File: src/rtl/mem_bus_arb_pkg.sv
`default_nettype none
// ============================================================================
// Module   : mem_bus_arb_pkg
// Brief    : Shared types and constants for the two-master memory bus arbiter.
// Revision : 1.0 - initial release
// ============================================================================
package mem_bus_arb_pkg;

    localparam logic REQ_CPU = 1'b0;
    localparam logic REQ_DMA = 1'b1;

    typedef enum logic [1:0] {
        OWN_NONE = 2'd0,
        OWN_CPU  = 2'd1,
        OWN_DMA  = 2'd2
    } owner_t;

    typedef struct packed {
        logic valid;
        logic id;
    } rd_tag_t;

endpackage
`default_nettype wire

File: src/rtl/mem_bus_arb_pick.sv
`default_nettype none
// ============================================================================
// Module   : mem_bus_arb_pick
// Brief    : Combinational winner selection (lock owner, then tie rule).
//            MEM_BUS_ARB_RR_EN selects round-robin ties, else CPU wins ties.
// Revision : 1.0 - initial release
// ============================================================================
module mem_bus_arb_pick
    import mem_bus_arb_pkg::*;
(
    input  logic   cpu_req,
    input  logic   dma_req,
    input  owner_t owner,
`ifdef MEM_BUS_ARB_RR_EN
    input  logic   last_served,
`endif
    output logic   cpu_win,
    output logic   dma_win
);

    always_comb begin
        cpu_win = 1'b0;
        dma_win = 1'b0;
        // An owner that stopped requesting falls through to normal arbitration.
        if ((owner == OWN_CPU) && cpu_req) begin
            cpu_win = 1'b1;
        end else if ((owner == OWN_DMA) && dma_req) begin
            dma_win = 1'b1;
        end else if (cpu_req && dma_req) begin
`ifdef MEM_BUS_ARB_RR_EN
            if (last_served == REQ_CPU) begin
                dma_win = 1'b1;
            end else begin
                cpu_win = 1'b1;
            end
`else
            cpu_win = 1'b1;
`endif
        end else begin
            cpu_win = cpu_req;
            dma_win = dma_req;
        end
    end

endmodule
`default_nettype wire

File: src/rtl/mem_bus_arbiter.sv
`default_nettype none
// ============================================================================
// Module   : mem_bus_arbiter
// Brief    : Shares one memory port between CPU and DMA with lock and
//            one-cycle read return. MEM_BUS_ARB_RR_EN enables round-robin ties.
// Revision : 1.0 - initial release
// ============================================================================
module mem_bus_arbiter
    import mem_bus_arb_pkg::*;
#(
    parameter int AW = 16,
    parameter int DW = 8
) (
    input  logic          clk,
    input  logic          rst_n,

    input  logic          cpu_req,
    input  logic          cpu_lock,
    input  logic          cpu_rw,
    input  logic [AW-1:0] cpu_ad,
    input  logic [DW-1:0] cpu_wd,
    output logic          cpu_gnt,
    output logic [DW-1:0] cpu_rd,
    output logic          cpu_rvalid,

    input  logic          dma_req,
    input  logic          dma_lock,
    input  logic          dma_rw,
    input  logic [AW-1:0] dma_ad,
    input  logic [DW-1:0] dma_wd,
    output logic          dma_gnt,
    output logic [DW-1:0] dma_rd,
    output logic          dma_rvalid,

    output logic          mem_rw,
    output logic [AW-1:0] mem_ad,
    output logic [DW-1:0] mem_dout,
    input  logic [DW-1:0] mem_din
);

    logic    w_cpu_win;
    logic    w_dma_win;
    logic    w_cpu_gnt;
    logic    w_dma_gnt;
    logic    w_gnt_any;
    logic    w_gnt_id;
    logic    w_gnt_rw;
    logic    w_gnt_lock;
    owner_t  r_owner;
    rd_tag_t r_tag;

`ifdef MEM_BUS_ARB_RR_EN
    logic    r_last_served;
`endif

    mem_bus_arb_pick u_pick (
        .cpu_req     (cpu_req),
        .dma_req     (dma_req),
        .owner       (r_owner),
`ifdef MEM_BUS_ARB_RR_EN
        .last_served (r_last_served),
`endif
        .cpu_win     (w_cpu_win),
        .dma_win     (w_dma_win)
    );

    // Grants are forced low while reset is held, whatever the requests.
    assign w_cpu_gnt  = rst_n & w_cpu_win;
    assign w_dma_gnt  = rst_n & w_dma_win;
    assign w_gnt_any  = w_cpu_gnt | w_dma_gnt;
    assign w_gnt_id   = w_dma_gnt ? REQ_DMA : REQ_CPU;
    assign w_gnt_rw   = w_dma_gnt ? dma_rw   : cpu_rw;
    assign w_gnt_lock = w_dma_gnt ? dma_lock : cpu_lock;

    assign cpu_gnt = w_cpu_gnt;
    assign dma_gnt = w_dma_gnt;

    always_comb begin
        mem_rw   = 1'b1;
        mem_ad   = '0;
        mem_dout = '0;
        if (w_cpu_gnt) begin
            mem_rw   = cpu_rw;
            mem_ad   = cpu_ad;
            mem_dout = cpu_wd;
        end else if (w_dma_gnt) begin
            mem_rw   = dma_rw;
            mem_ad   = dma_ad;
            mem_dout = dma_wd;
        end
    end

    always_ff @(posedge clk) begin
        if (!rst_n) begin
            r_owner     <= OWN_NONE;
            r_tag.valid <= 1'b0;
            r_tag.id    <= REQ_CPU;
        end else begin
            r_tag.valid <= w_gnt_any & w_gnt_rw;
            r_tag.id    <= w_gnt_id;
            if (w_gnt_any && w_gnt_lock) begin
                r_owner <= (w_gnt_id == REQ_DMA) ? OWN_DMA : OWN_CPU;
            end else begin
                r_owner <= OWN_NONE;
            end
        end
    end

`ifdef MEM_BUS_ARB_RR_EN
    // Reset to DMA so the CPU takes the first tie.
    always_ff @(posedge clk) begin
        if (!rst_n) begin
            r_last_served <= REQ_DMA;
        end else if (w_gnt_any) begin
            r_last_served <= w_gnt_id;
        end
    end
`endif

    assign cpu_rd     = mem_din;
    assign dma_rd     = mem_din;
    assign cpu_rvalid = rst_n & r_tag.valid & (r_tag.id == REQ_CPU);
    assign dma_rvalid = rst_n & r_tag.valid & (r_tag.id == REQ_DMA);

endmodule
`default_nettype wire
File: config.mk
export PLATFORM = sky130hd
export DESIGN_NAME = mem_bus_arbiter
export DESIGN_NICKNAME = d
export VERILOG_FILES = /design/src/rtl/mem_bus_arb_pkg.sv /design/src/rtl/mem_bus_arb_pick.sv /design/src/rtl/mem_bus_arbiter.sv
export SDC_FILE = /design/constraint.sdc
export NUM_CORES = 1
export LEC_CHECK = 0
export CAP_MARGIN = 20
export CORE_ASPECT_RATIO = 1.5
export CORE_UTILIZATION = 21
export DETAILED_ROUTE_END_ITERATION = 8
export PLACE_DENSITY = 0.85
export SYNTH_ARGS = -nofsm -noshare
export SYNTH_HDL_FRONTEND = slang
export SYNTH_SLANG_ARGS = --single-unit
File: constraint.sdc
create_clock -name clk -period 3.9 [get_ports clk]
set_clock_uncertainty 0.1 [all_clocks]
set_input_delay 0.39 -clock clk [delete_from_list [all_inputs] [get_ports clk]]
set_output_delay 0.39 -clock clk [all_outputs]
set_load 0.02 [all_outputs]
==> results of run 1 <==
where the power goes:
part	internal (W)	switching, W
logic	0.0000912	0.0000537
registers	0.0000430	0.000000927
clock network	0.0000343	0.0000150
total	0.000169	0.0000695
state kept, by name, summed over array words and instances (netlist names):
name and flops:
r_owner 2, r_tag 2
layout by cell type, fill, tap and decap left out, drive strengths merged:
cell	instances
a31oi	1
dfxtp	4
nand2b	1
a21oi	2
a22o	25
nor2	1
inv	3
nand2	3
a22oi	1
clkbuf	3
clkdlybuf4s50	84
and3	1
and2	2
stage by stage:
stage / std cells / hold slack, ps
after CTS: 167 / 472
final: 167 / 465
after global placement: 164 / 457
after global routing: 167 / 496
after detailed placement: 164 / 472
after floorplan: 64 / 382
path summary, 6_finish.rpt:
kind	end	slack (ps)	cells past startpoint
setup reg to reg	r_tag[1]	2450	3
hold / removal	r_tag[0]	470	2
setup / recovery	mem_ad[10]	930	5
hold reg to reg	r_tag[0]	470	2
logic make-up after synthesis:
group                  Yosys count  share of synthesized area
AO/OA/AOI/OAI                   29                      0.471
buffers and inverters           23                      0.309
flip-flops                       4                      0.140
AND/OR/NAND/NOR                  8                     0.0790
routing by layer:
layer  vias up  global-route usage  wire length, um
met1       323               0.100              568
met3         2              0.0902              475
met2        83               0.303             1180
met4         0              0.0644               13
li1        360                   -                -
met5         -                   0                0
cell type report:
type,instances,area [um2],share of cell area
clock buffer,3,22.5,0.0171
tap,36,45.0,0.0343
multi-input combinational,37,314,0.239
sequential,4,80.1,0.0610
timing repair buffer,84,841,0.640
inverter,3,11.3,0.00857
worst max-delay path: stages:
cell and delay (ps):
clkdlybuf4s50_1 560, nand2_2 90, a31oi_4 580, a22o_1 230, clkdlybuf4s50_1 620
==> results.cfg, run 1 <==
[routing]
drc_errors = 0
dr_total_vias = 768
drt_first_pass_iters = 4
drt-total-wl_um = 2240
ant_nets = 0
via_per_inst = 4.60
wire_per_inst_um = 13.4
drt_iter0_markers = 5

[synth]
synth_top_area_cell = a22o_1
synth.distinct_cells = 15
async_reset_ff_frac = 0
synthDominantCellAreaShare = 0.384
netlist_area_um2 = 571
post_synth.cell_area_avg_um2 = 8.91
synth-seq-cells = 4
synthTopCellsByArea = a22o_1 (38%), buf_4 (21%), dfxtp_1 (14%)
synth-edff-count = 0
synthCells = 64
ys_warn_count = 0
synth_common_cells = a22o_1 (25), buf_4 (16), buf_6 (4), dfxtp_1 (4), inv_1 (3)
seq_area_frac_synth = 0.140
ys.flop_type = dfxtp_1
syn_nets = 128
synth_most_common_cell = a22o_1

[timing]
fin_crit_sh = 0.760
hold_viol = 0
grt_setup_unrepaired = false
clock.fmax_ghz = 0.337
timing.final.ws_setup_ps = 935
max_slew_margin = 0.529
report.final.slew_viol_count = 0
setup_viol = 0
tightest_slew_ps = 707
setup_tns_ps = 0
final.min_clock_period_ps = 2970

[pwr]
ir_drop_uv = 105
power.density_mw_per_mm2 = 181
p_leak_nw = 0.504
total_power_w = 0.000238

[layout]
antenna_cells = 0
fillCellCount = 220
layout.nets = 197
final_util = 0.524
fin_area_mm2 = 0.00131
drive_above_1_share = 0.0534
areaGrowthSynthToFinish_pct = 130

[min_path]
min_path_type = register to register
hp-start = r_owner[1]

[placed_design]
pre_cts_ws_ps = 922
port_buffers = 84
place_area_mm2 = 0.00129
gp_congestion = 0.753

[global_route]
antenna_found_initial = 0
grt_max_degree = 29
grt_pass1_wl_um = 3250
overflow = 0
grt_use_total = 0.151
grt_pass1_vias = 776

[die]
start_util = 0.228
num_io_pins = 109
row_count = 22
coreArea_mm2 = 0.00250
dieArea_mm2 = 0.00293
die_y_um = 65.8
die_w_um = 44.6

[critical_path]
cp.required_ps = 3410
endpoint_kind = output port
arrival_ps = 2480
startpoint = cpu_req
cp-start-kind = primary input
timing.rr.start = r_owner[0]
path_class = primary input to output port
cp_max_fo = 28

[cts]
clkTransAtPathRegs_ps = 40
cts_hold_buf = 0
clockBufferDepth = 2
cts_buffers = 3
cts_num_sinks = 4
cts-htree-levels = 1
worstSkewPairLatency_ps = 230
cts-resized-gates = 0
cts-root-buf = clkbuf_4
postCtsSetupBuffers = 0
cts_tree = built

[job]
maxCapViolCount = 0

[run_status]
status = finished, final reports clean
(Power assumes the default switching activity.)
==> run 2, diff against run 1 <==
--- a/config.mk
+++ b/config.mk
@@ -7,9 +7,9 @@
 export LEC_CHECK = 0
 export CAP_MARGIN = 20
 export CORE_ASPECT_RATIO = 1.5
-export CORE_UTILIZATION = 21
+export CORE_UTILIZATION = 20
 export DETAILED_ROUTE_END_ITERATION = 8
-export PLACE_DENSITY = 0.85
+export PLACE_DENSITY = 0.82
 export SYNTH_ARGS = -nofsm -noshare
 export SYNTH_HDL_FRONTEND = slang
 export SYNTH_SLANG_ARGS = --single-unit
==> constraint.sdc (replaced) <==
create_clock -name clk -period 2.9 [get_ports clk]
set_clock_uncertainty 0.1 [all_clocks]
set_input_delay 0.29 -clock clk [delete_from_list [all_inputs] [get_ports clk]]
set_output_delay 0.29 -clock clk [all_outputs]
set_load 0.02 [all_outputs]
==> run 2 against run 1 <==
Hold slack is essentially flat. Non-clock buffer count grew 4. Wire length grew 0.49%. Critical path type unchanged. Largest cell class unchanged. Largest power group unchanged.
==> results.cfg, run 2 (synthesis gave the netlist of run 1 again) <==
[routing]
drt-total-wl_um = 2250
drc_errors = 0
dr_total_vias = 792
via_per_inst = 4.60
ant_nets = 0
wire_per_inst_um = 13.1
drt_iter0_markers = 9
drt_first_pass_iters = 4

[timing]
hold_viol = 0
max_slew_margin = 0.845
final.min_clock_period_ps = 2520
setup_tns_ps = 0
fin_crit_sh = 0.869
report.final.slew_viol_count = 0
tightest_slew_ps = 232
grt_setup_unrepaired = false
setup_viol = 0
clock.fmax_ghz = 0.397

[run_status]
status = finished, final reports clean

[min_path]
holdPathStages = 2
min_path_type = register to register

[cts]
clockBufferDepth = 2
postCtsSetupBuffers = 0
worstSkewPairLatency_ps = 210
clkTransAtPathRegs_ps = 30
cts-root-buf = clkbuf_8
cts_buffers = 3
cts_hold_buf = 0
cts-resized-gates = 0
cts_tree = built
cts_num_sinks = 4
cts-htree-levels = 1

[global_route]
grt_use_total = 0.144
antenna_found_initial = 0
grt_max_degree = 19
overflow = 0
grt_pass1_wl_um = 3280
grt_pass1_vias = 819

[die]
dieArea_mm2 = 0.00307
die_y_um = 67.4
start_util = 0.213
coreArea_mm2 = 0.00268
die_w_um = 45.6
num_io_pins = 109
row_count = 23

[critical_path]
endpoint_kind = output port
cp-start-kind = primary input
arrival_ps = 2130
cp.required_ps = 2510
path_class = primary input to output port
cp_max_fo = 18
reg2reg_depth = 4

[placed_design]
place_area_mm2 = 0.00132
port_buffers = 84
placed_cells = 169
dp_hpwl_um = 1990
gp_congestion = 0.695

[layout]
drive_above_1_share = 0.0815
fin_area_mm2 = 0.00136
layout.nets = 201
areaGrowthSynthToFinish_pct = 139
final_cells = 172
final_common_cell = clkdlybuf4s50_1
final_cell_mix = clkdlybuf4s50_1 (84), a22o_1 (25), buf_4 (4), dfxtp_1 (4)
reg_top3 = r_owner: 2 flops, r_tag: 2 flops
antenna_cells = 0

[pwr]
switching_share = 0.269
p_sw_w = 0.0000999
p_comb_frac = 0.537
p_clk_frac = 0.304
seq_power_share = 0.159
power.density_mw_per_mm2 = 273
power.internal_w = 0.000272
p_leak_nw = 0.532
ir_drop_uv = 173
total_power_w = 0.000372

[job]
maxCapViolCount = 0
## run 2: metal layers
| metal | vias up | track usage | wire length, um |
|---|---|---|---|
| li1 | 369 | - | - |
| met5 | - | 0 | 0 |
| met4 | 0 | 0.0265 | 21 |
| met2 | 86 | 0.300 | 1210 |
| met3 | 5 | 0.0668 | 406 |
| met1 | 332 | 0.112 | 616 |
## run 2: critical path: stages
cell and delay, ps:
clkdlybuf4s50_1 560, nand2_2 90, a31oi_4 160, buf_4 240, a22o_1 170, clkdlybuf4s50_1 610
## run 2: path summary, 6_finish.rpt
kind / from / to / slack, ps
setup / recovery: cpu_req / mem_ad[9] / 380
setup reg to reg: r_owner[0] / r_tag[1] / 1680
hold / removal: r_owner[1] / r_tag[0] / 470
hold reg to reg: r_owner[1] / r_tag[0] / 470
## run 2: area by class of cell
| cell class | instances | area [um2] |
|---|---|---|
| fill | 244 | 1310 |
| timing repair buffer | 88 | 871 |
| tap | 37 | 46.3 |
| sequential | 4 | 80.1 |
| multi-input combinational | 37 | 314 |
| inverter | 3 | 11.3 |
| clock buffer | 3 | 41.3 |
## run 2: per-stage QoR
stage | hold WS, ps | utilization | worst slack, ps
after detailed placement | 472 | 0.494 | 368
after global routing | 480 | 0.510 | 308
final | 465 | 0.510 | 379
after CTS | 474 | 0.510 | 357
after global placement | 455 | 0.494 | 403
after floorplan | 282 | - | 1330
## run 2: power by group through the flow
| stage | clock network [W] | registers [W] | logic [W] |
|---|---|---|---|
| 6_report | 0.000113 | 0.0000593 | 0.000200 |
| 5_1_grt | 0.000122 | 0.0000597 | 0.000212 |
| 4_1_cts | 0.000117 | 0.0000594 | 0.000202 |
| 3_5_place_dp | 0 | 0.0000601 | 0.000201 |
| 3_3_place_gp | 0 | 0.0000599 | 0.000199 |
| 2_1_floorplan | 0 | 0.0000597 | 0.000106 |
